<file path="src/rtl/uart_rx_fsm_if.sv">
// uart_rx_fsm_if: serial line, frame configuration and received-byte outputs of uart_rx_fsm.
interface uart_rx_fsm_if #(
    parameter int DATA_WIDTH = 8
) ();
    logic                  rx_in;
    logic                  par_en;
    logic                  par_typ;
    logic [DATA_WIDTH-1:0] p_data;
    logic                  data_valid;
    logic                  par_err;
    logic                  stp_err;
    logic                  busy;
    modport master (output rx_in, par_en, par_typ, input p_data, data_valid, par_err, stp_err, busy);
    modport slave (input rx_in, par_en, par_typ, output p_data, data_valid, par_err, stp_err, busy);
endinterface

</file>
<file path="src/rtl/uart_rx_fsm.sv">
// uart_rx_fsm: oversampled UART receiver (start, LSB-first data, optional parity, one stop bit).
// Define UART_RX_MAJORITY_EN to decide each bit by a 2-of-3 vote around mid-bit.
module uart_rx_fsm #(
    parameter int PRESCALE   = 8,
    parameter int DATA_WIDTH = 8
) (
    input logic          clk,
    input logic          rest,
    uart_rx_fsm_if.slave bus
);
    localparam int EW = $clog2(PRESCALE);
    localparam int BW = DATA_WIDTH > 1 ? $clog2(DATA_WIDTH) : 1;
    typedef enum logic [2:0] {IDLE, START, DATA, PARITY, STOP} state_t;
    state_t                state_q, state_d;
    logic [EW-1:0]         edge_q, edge_d;
    logic [BW-1:0]         bit_q, bit_d;
    logic [DATA_WIDTH-1:0] shift_q, shift_d, p_data_q, p_data_d;
    logic                  par_en_q, par_en_d, par_typ_q, par_typ_d;
    logic                  perr_q, perr_d, stp_q, stp_d;
    logic                  valid_q, valid_d, par_err_q, par_err_d, stp_err_q, stp_err_d;
    logic                  bit_v, at_sp, at_end, stp_now;
`ifdef UART_RX_MAJORITY_EN
    localparam int SP = PRESCALE / 2 + 1;
    logic [1:0] samp_q;
    always_ff @(posedge clk) samp_q <= rest ? 2'b00 : {samp_q[0], bus.rx_in};
    assign bit_v = (samp_q[1] & samp_q[0]) | ((samp_q[1] | samp_q[0]) & bus.rx_in);
`else
    localparam int SP = PRESCALE / 2;
    assign bit_v = bus.rx_in;
`endif
    assign at_sp   = edge_q == EW'(SP);
    assign at_end  = edge_q == EW'(PRESCALE - 1);
    // With a short prescale the stop decision can land on the final count itself
    assign stp_now = at_sp ? bit_v : stp_q;
    assign bus.p_data     = p_data_q;
    assign bus.data_valid = valid_q;
    assign bus.par_err    = par_err_q;
    assign bus.stp_err    = stp_err_q;
    assign bus.busy       = state_q != IDLE;
    always_ff @(posedge clk) begin
        if (rest) begin
            state_q   <= IDLE;
            edge_q    <= '0;
            bit_q     <= '0;
            shift_q   <= '0;
            p_data_q  <= '0;
            par_en_q  <= 1'b0;
            par_typ_q <= 1'b0;
            perr_q    <= 1'b0;
            stp_q     <= 1'b0;
            valid_q   <= 1'b0;
            par_err_q <= 1'b0;
            stp_err_q <= 1'b0;
        end else begin
            state_q   <= state_d;
            edge_q    <= edge_d;
            bit_q     <= bit_d;
            shift_q   <= shift_d;
            p_data_q  <= p_data_d;
            par_en_q  <= par_en_d;
            par_typ_q <= par_typ_d;
            perr_q    <= perr_d;
            stp_q     <= stp_d;
            valid_q   <= valid_d;
            par_err_q <= par_err_d;
            stp_err_q <= stp_err_d;
        end
    end
    always_comb begin
        state_d   = state_q;
        edge_d    = at_end ? '0 : edge_q + 1'b1;
        bit_d     = bit_q;
        shift_d   = shift_q;
        p_data_d  = p_data_q;
        par_en_d  = par_en_q;
        par_typ_d = par_typ_q;
        perr_d    = perr_q;
        stp_d     = stp_q;
        valid_d   = 1'b0;
        par_err_d = 1'b0;
        stp_err_d = 1'b0;
        case (state_q)
            IDLE: begin
                // The detecting cycle is count 0 of the start bit
                edge_d = EW'(1);
                if (!bus.rx_in) begin
                    state_d   = START;
                    par_en_d  = bus.par_en;
                    par_typ_d = bus.par_typ;
                    perr_d    = 1'b0;
                    bit_d     = '0;
                end
            end
            START: begin
                if (at_sp && bit_v) state_d = IDLE;
                else if (at_end) state_d = DATA;
            end
            DATA: begin
                if (at_sp) shift_d = {bit_v, shift_q[DATA_WIDTH-1:1]};
                if (at_end) begin
                    bit_d = bit_q + 1'b1;
                    if (bit_q == BW'(DATA_WIDTH - 1)) begin
                        bit_d   = '0;
                        state_d = par_en_q ? PARITY : STOP;
                    end
                end
            end
            PARITY: begin
                if (at_sp) perr_d = bit_v ^ (^shift_q) ^ par_typ_q;
                if (at_end) state_d = STOP;
            end
            STOP: begin
                if (at_sp) stp_d = bit_v;
                if (at_end) begin
                    state_d   = IDLE;
                    valid_d   = !perr_q && stp_now;
                    par_err_d = perr_q;
                    stp_err_d = !stp_now;
                    p_data_d  = valid_d ? shift_q : p_data_q;
                end
            end
            default: state_d = IDLE;
        endcase
    end
endmodule

</file>
<file path="src/flat_wrapper.sv">
// flat-port wrapper written by rule: the top's interface ports become plain ports
module uart_rx_fsm_flat 
#(
    parameter int PRESCALE   = 8,
    parameter int DATA_WIDTH = 8
)
  (clk, rest, bus_rx_in, bus_par_en, bus_par_typ, bus_p_data, bus_data_valid, bus_par_err, bus_stp_err, bus_busy);
  uart_rx_fsm_if #(.DATA_WIDTH(DATA_WIDTH)) bus_i ();
  input logic clk;
  input logic rest;
  input wire logic [$bits(bus_i.rx_in)-1:0] bus_rx_in;
  input wire logic [$bits(bus_i.par_en)-1:0] bus_par_en;
  input wire logic [$bits(bus_i.par_typ)-1:0] bus_par_typ;
  output wire logic [$bits(bus_i.p_data)-1:0] bus_p_data;
  output wire logic [$bits(bus_i.data_valid)-1:0] bus_data_valid;
  output wire logic [$bits(bus_i.par_err)-1:0] bus_par_err;
  output wire logic [$bits(bus_i.stp_err)-1:0] bus_stp_err;
  output wire logic [$bits(bus_i.busy)-1:0] bus_busy;
  assign bus_i.rx_in = bus_rx_in;
  assign bus_i.par_en = bus_par_en;
  assign bus_i.par_typ = bus_par_typ;
  assign bus_p_data = bus_i.p_data;
  assign bus_data_valid = bus_i.data_valid;
  assign bus_par_err = bus_i.par_err;
  assign bus_stp_err = bus_i.stp_err;
  assign bus_busy = bus_i.busy;
  uart_rx_fsm #(.PRESCALE(PRESCALE), .DATA_WIDTH(DATA_WIDTH)) u_core (.clk(clk), .rest(rest), .bus(bus_i));
endmodule
</file>
<file path="config.mk">
export PLATFORM = sky130hd
export DESIGN_NAME = uart_rx_fsm_flat
export DESIGN_NICKNAME = d
export VERILOG_FILES = /design/src/rtl/uart_rx_fsm_if.sv /design/src/rtl/uart_rx_fsm.sv /design/src/flat_wrapper.sv
export SDC_FILE = /design/constraint.sdc
export NUM_CORES = 1
export LEC_CHECK = 0
export BUFFER_PORTS_ARGS = -buffer_cell sky130_fd_sc_hd__buf_2
export CAP_MARGIN = 20
export CORE_ASPECT_RATIO = 0.6
export CORE_MARGIN = 2
export CORE_UTILIZATION = 45
export DETAILED_ROUTE_END_ITERATION = 7
export REMOVE_ABC_BUFFERS = 1
export SLEW_MARGIN = 10
export SYNTH_ARGS = -nofsm -noshare
export SYNTH_HDL_FRONTEND = slang
export SYNTH_SLANG_ARGS = --single-unit
</file>
<file path="constraint.sdc">
create_clock -name clk -period 2.1 [get_ports clk]
set_input_delay 0.105 -clock clk [delete_from_list [all_inputs] [get_ports clk]]
set_output_delay 0.105 -clock clk [all_outputs]
set_load 0.05 [all_outputs]
</file>
=== Word-level counts from Yosys, hierarchy flattened ===
Cells that the tools add are included.

* Logic and storage cells: 70
* Bits in registers: 32
* Output and inout port bits: 12
* Input port bits: 5

* Reductions and logical operators: 17
* Add/sub/neg operators: 2
* Multiplexer cells: 19
* Bitwise gates (word level): 5
* Equal/unequal tests: 14

{| class="wikitable"
|+ Operators with widths
! operator !! count
|-
| 3-bit 2-to-1 mux || 11
|-
| 3-bit case mux with 5 select lines || 1
|-
| 3-bit == test (second input constant) || 4
|-
| 2-bit by 1-bit inequality test with 1-bit output (second input constant) || 5
|-
| 3-bit AND reduction || 3
|-
| 8-bit parity || 1
|-
| 3-bit by 1-bit adder with 3-bit output (second input constant) || 2
|-
| 3-bit by 2-bit == test with 1-bit output (second input constant) || 2
|-
| 3-bit case mux with 2 select lines || 1
|-
| 6-bit AND reduction || 1
|-
| 3-bit OR reduction || 2
|-
| 1-bit 2-to-1 mux || 5
|-
| 2-bit AND reduction || 2
|-
| 2-bit nonzero test || 2
|-
| 3-bit by 1-bit == test with 1-bit output (second input constant) || 1
|-
| 3-bit logical NOT || 1
|-
| 3-bit by 1-bit inequality test with 1-bit output (second input constant) || 1
|-
| 1-bit inverter || 3
|-
| 3-bit nonzero test || 1
|-
| 1-bit logical AND || 2
|-
| 1-bit logical NOT || 2
|-
| 2-bit inequality test (second input constant) || 1
|-
| 1-bit case mux with 2 select lines || 1
|-
| 1-bit XOR || 2
|}

=== Depth between registers and ports, before layout ===
* Depth after elaboration: 5
* Depth in mapped cells: 7
* Depth with buffers taken out: 6

=== Worst setup path before layout ===
Ideal clock, no wire load.

* Path kind: register to register
* From: reg u_core.state_q[2]
* To: reg u_core.par_en_q
* Arrival: 1.585 ns
* Setup slack: 0.387 ns
* Setup time: 0.128 ns
* Required time: 1.972 ns
* Clock period less this slack: 1.713 ns
* Cell stages (with the launch flop): 7
* Buffers on the path: 2
* Cells stage by stage: dfxtp_1 > buf_2 > or3_1 > clkbuf_1 > nor2_2 > mux2i_1 > nor2_1

* Longest elaborated chain between the ends: 2

{| class="wikitable"
|+ RTL lines
! what !! line !! text
|-
| start: declaration || uart_rx_fsm.sv:14 || <nowiki>state_t state_q, state_d;</nowiki>
|-
| start signal: assignment || uart_rx_fsm.sv:55 || <nowiki>state_q <= state_d;</nowiki>
|-
| 3-bit logical NOT || uart_rx_fsm.sv:82 || <nowiki>case (state_q)</nowiki>
|-
| 2-bit AND reduction (no line) || -- ||
|-
| end signal: assignment || uart_rx_fsm.sv:60 || <nowiki>par_en_q <= par_en_d;</nowiki>
|-
| end: declaration || uart_rx_fsm.sv:18 || <nowiki>logic par_en_q, par_en_d, par_typ_q, par_typ_d;</nowiki>
|}

No other way between the ends.
A chain may end at the register's enable or synchronous reset.

=== Worst setup path after layout ===
* From: reg u_core.edge_q[0]
* To: reg u_core.bit_q[1]

* Longest elaborated chain between the ends: 3

{| class="wikitable"
|+ RTL lines
! what !! line !! text
|-
| start: declaration || uart_rx_fsm.sv:15 || <nowiki>logic [EW-1:0] edge_q, edge_d;</nowiki>
|-
| start signal: assignment || uart_rx_fsm.sv:56 || <nowiki>edge_q <= edge_d;</nowiki>
|-
| 3-bit == test || uart_rx_fsm.sv:32 || <nowiki>assign at_end = edge_q == EW'(PRESCALE - 1);</nowiki>
|-
| 2-bit by 1-bit inequality test with 1-bit output (no line) || -- ||
|-
| 3-bit AND reduction (no line) || -- ||
|-
| end signal: assignment || uart_rx_fsm.sv:57 || <nowiki>bit_q <= bit_d;</nowiki>
|-
| end: declaration || uart_rx_fsm.sv:16 || <nowiki>logic [BW-1:0] bit_q, bit_d;</nowiki>
|}

No other way between the ends.

==> flow_summary.toml <==
[clock_network]
numCtsBuffers = 5
clk_pin_slew_worst_paths_ns = 0.07
clkLatencyLatePin_ns = 0.28
cts_tree = "yes"
htree_levels = 2
clockBufferDepth = 2
post_cts_resized = 0
clockRootBuffer = "clkbuf_8"
cts_setup_buffers = 0
cts.sinks = 32
cts_hold_buffers = 0

[floorplan]
core_area_um2 = 2980
io_pins = 17
rows = 15
die_h_um = 48.2
dieWidth_um = 77.7
dieArea_um2 = 3750
initial_utilization_pct = 49.1

[global_routing]
grt_pass1_wl_um = 5110
grt_max_degree = 31
track_usage_pct = 18.2
antenna_found_initial = 0
grt_overflow = 0
grt_pass1_vias = 1074

[synth]
syn_avg_cell_area_um2 = 8.89
ys_seq_area_share_pct = 43.7
synth-warning-count = 0
syn_area_um2 = 1470
synth.distinct_cells = 34
yosys.area.top_type = "dfxtp_1"
ys_top_cells_by_area = "dfxtp_1, mux2i_1, a21oi_1"
syn_inst = 165
synth_top_area_share_pct = 43.7
ys_ff_latch = 32

[pwr]
total_power_mw = 1.67
vdd_drop_max_uv = 631
p_sw_share_pct = 34.4
switchingPower_mw = 0.573
comb_power_share_pct = 26.6
p_int_mw = 1.09
power.leakage_nw = 0.659
seqPwrFrac_pct = 44.8
power_density_nw_per_um2 = 1000
clockPowerShare_pct = 28.6

[setup_path]
ff2ff_setup_slack_ns = 0.27
startpoint = "u_core.edge_q[0]"
worstPathRequired_ns = 2.31
crit_type = "reg2reg"
reg2reg_depth = 6
worstReg2RegStart = "u_core.edge_q[0]"
worstPathMaxFanout = 7
cp-start-kind = "flip-flop"
arrival_ns = 2.04
endpoint_kind = "flip-flop"

[sta]
period_needed_ns = 1.83
max_slew_margin_pct = 63.9
maxSlewViolCount = 0
worst_slew_pin_slew_ns = 0.542
hold_viol = 0
period_share_pct = 87.2
setup_ws_ns = 0.268
finClkSkew_ns = 0.00402
max_freq_ghz = 0.546
setup_viol = 0
holdWs_ns = 0.0671
rsz0062_at_grt = "no"

[layout]
drive_gt1_share_pct = 17.1
final_nets = 190
layout_common_cells = "dfxtp_1, nand2_1, buf_2"
final_common_cell = "dfxtp_1"
syn_to_final_growth_pct = 13.3
fin_area_um2 = 1660
n_antenna_cell = 0

[worst_hold_path]
hold_path.class = "in2reg"
hold_depth = 3
min_from = "bus_par_en"

[placed_design]
dpl.hpwl_um = 2180
portBuffers = 16
placed_cell_area_um2 = 1570
place_congestion = 0.873
dp_slack_ns = 0.253

[outcome]
outcome = "complete, no violations"

[drt]
wirelength_um = 3050
wl_met1_um = 1560
detail_route.wl_per_cell_um = 13.7
ant_nets = 0
vias = 1180
wl_met2_um = 1270
routed_via_density = 5.29
wl_met3_um = 207
first_iter_violations = 115
first_pass_iters = 4
drc = 0
top_layer = "met4"

[run]
max-cap-violations = 0
[routing by layer]
layer  track usage [%]  vias up
li1                  -      602
met1              26.1      534
met2              26.7       42
met3              5.00        2
met4              6.43        0
met5                 0        -
[synthesized netlist by cell type, drive strengths merged]
master   instances
dfxtp           32
nand2           17
nor2            17
a21oi           15
o21ai           13
mux2i           10
xnor2            7
buf              6
ha               5
inv              5
clkbuf           4
a211oi           3
and2             3
and3             3
nor2b            3
nor3b            3
nand3            2
nor4b            2
or3              2
or4              2
a21bo            1
a31oi            1
a41o             1
nand4            1
nand4b           1
nand4bb          1
nor3             1
o41ai            1
or2              1
or3b             1
xnor3            1
[worst max-delay path: stages, from the launching register on]
cell,delay [ns]
dfxtp_1,0.35
ha_1,0.16
ha_1,0.28
and2_1,0.16
o21ai_1,0.15
or4_1,0.51
a21oi_1,0.16
[power groups by stage]
stage          combinational [mW]  sequential [mW]  clock [mW]
5_1_grt                     0.495            0.758       0.514
3_5_place_dp                0.440            0.756           0
2_1_floorplan               0.343            0.730           0
6_report                    0.443            0.746       0.477
4_1_cts                     0.442            0.742       0.490
3_3_place_gp                0.430            0.754           0
[final timing paths]
| path | to |
|---|---|
| hold reg to reg | u_core.bit_q[2] |
| hold / removal | u_core.par_en_q |
| setup / recovery | u_core.bit_q[1] |
| setup reg to reg | u_core.bit_q[1] |
[kinds of logic (layout without fill, tap and decap cells)]
group / Yosys count / count (layout) / synth area share (%)
buf+inv: 15 / 31 / 4.35
simple gates: 60 / 60 / 21.3
compound gates: 35 / 35 / 13.8
flops: 32 / 32 / 43.7
fa+ha+maj: 5 / 5 / 4.27
mux: 10 / 10 / 6.83
xor+xnor: 8 / 8 / 5.72
[registers in the layout (all words and copies together), names as in the netlist]
register               cells
u_core.bus.stp_err         1
u_core.stp_q               1
u_core.bus.p_data          8
u_core.bus.data_valid      1
u_core.perr_q              1
u_core.par_en_q            1
u_core.bit_q               3
u_core.par_typ_q           1
u_core.bus.par_err         1
u_core.state_q             3
u_core.shift_q             8
u_core.edge_q              3
[per-stage QoR]
stage               TNS (ns)  util (%)  std cells
global placement           0      52.6        215
finish                     0      55.7        223
detailed placement         0      52.6        215
floorplan              -1.19         -        155
global route               0      55.7        223
CTS                        0      55.7        223
[area by class of cell]
cell class | instances | area, µm²
sequential | 32 | 641
clock inverter | 2 | 10.0
timing repair buffer | 18 | 95.1
clock buffer | 6 | 82.6
multi-input combinational | 118 | 762
inverter | 5 | 18.8
fill | 287 | 1320
tap | 42 | 52.6
Note: power is estimated with default switching activity, not from simulation.
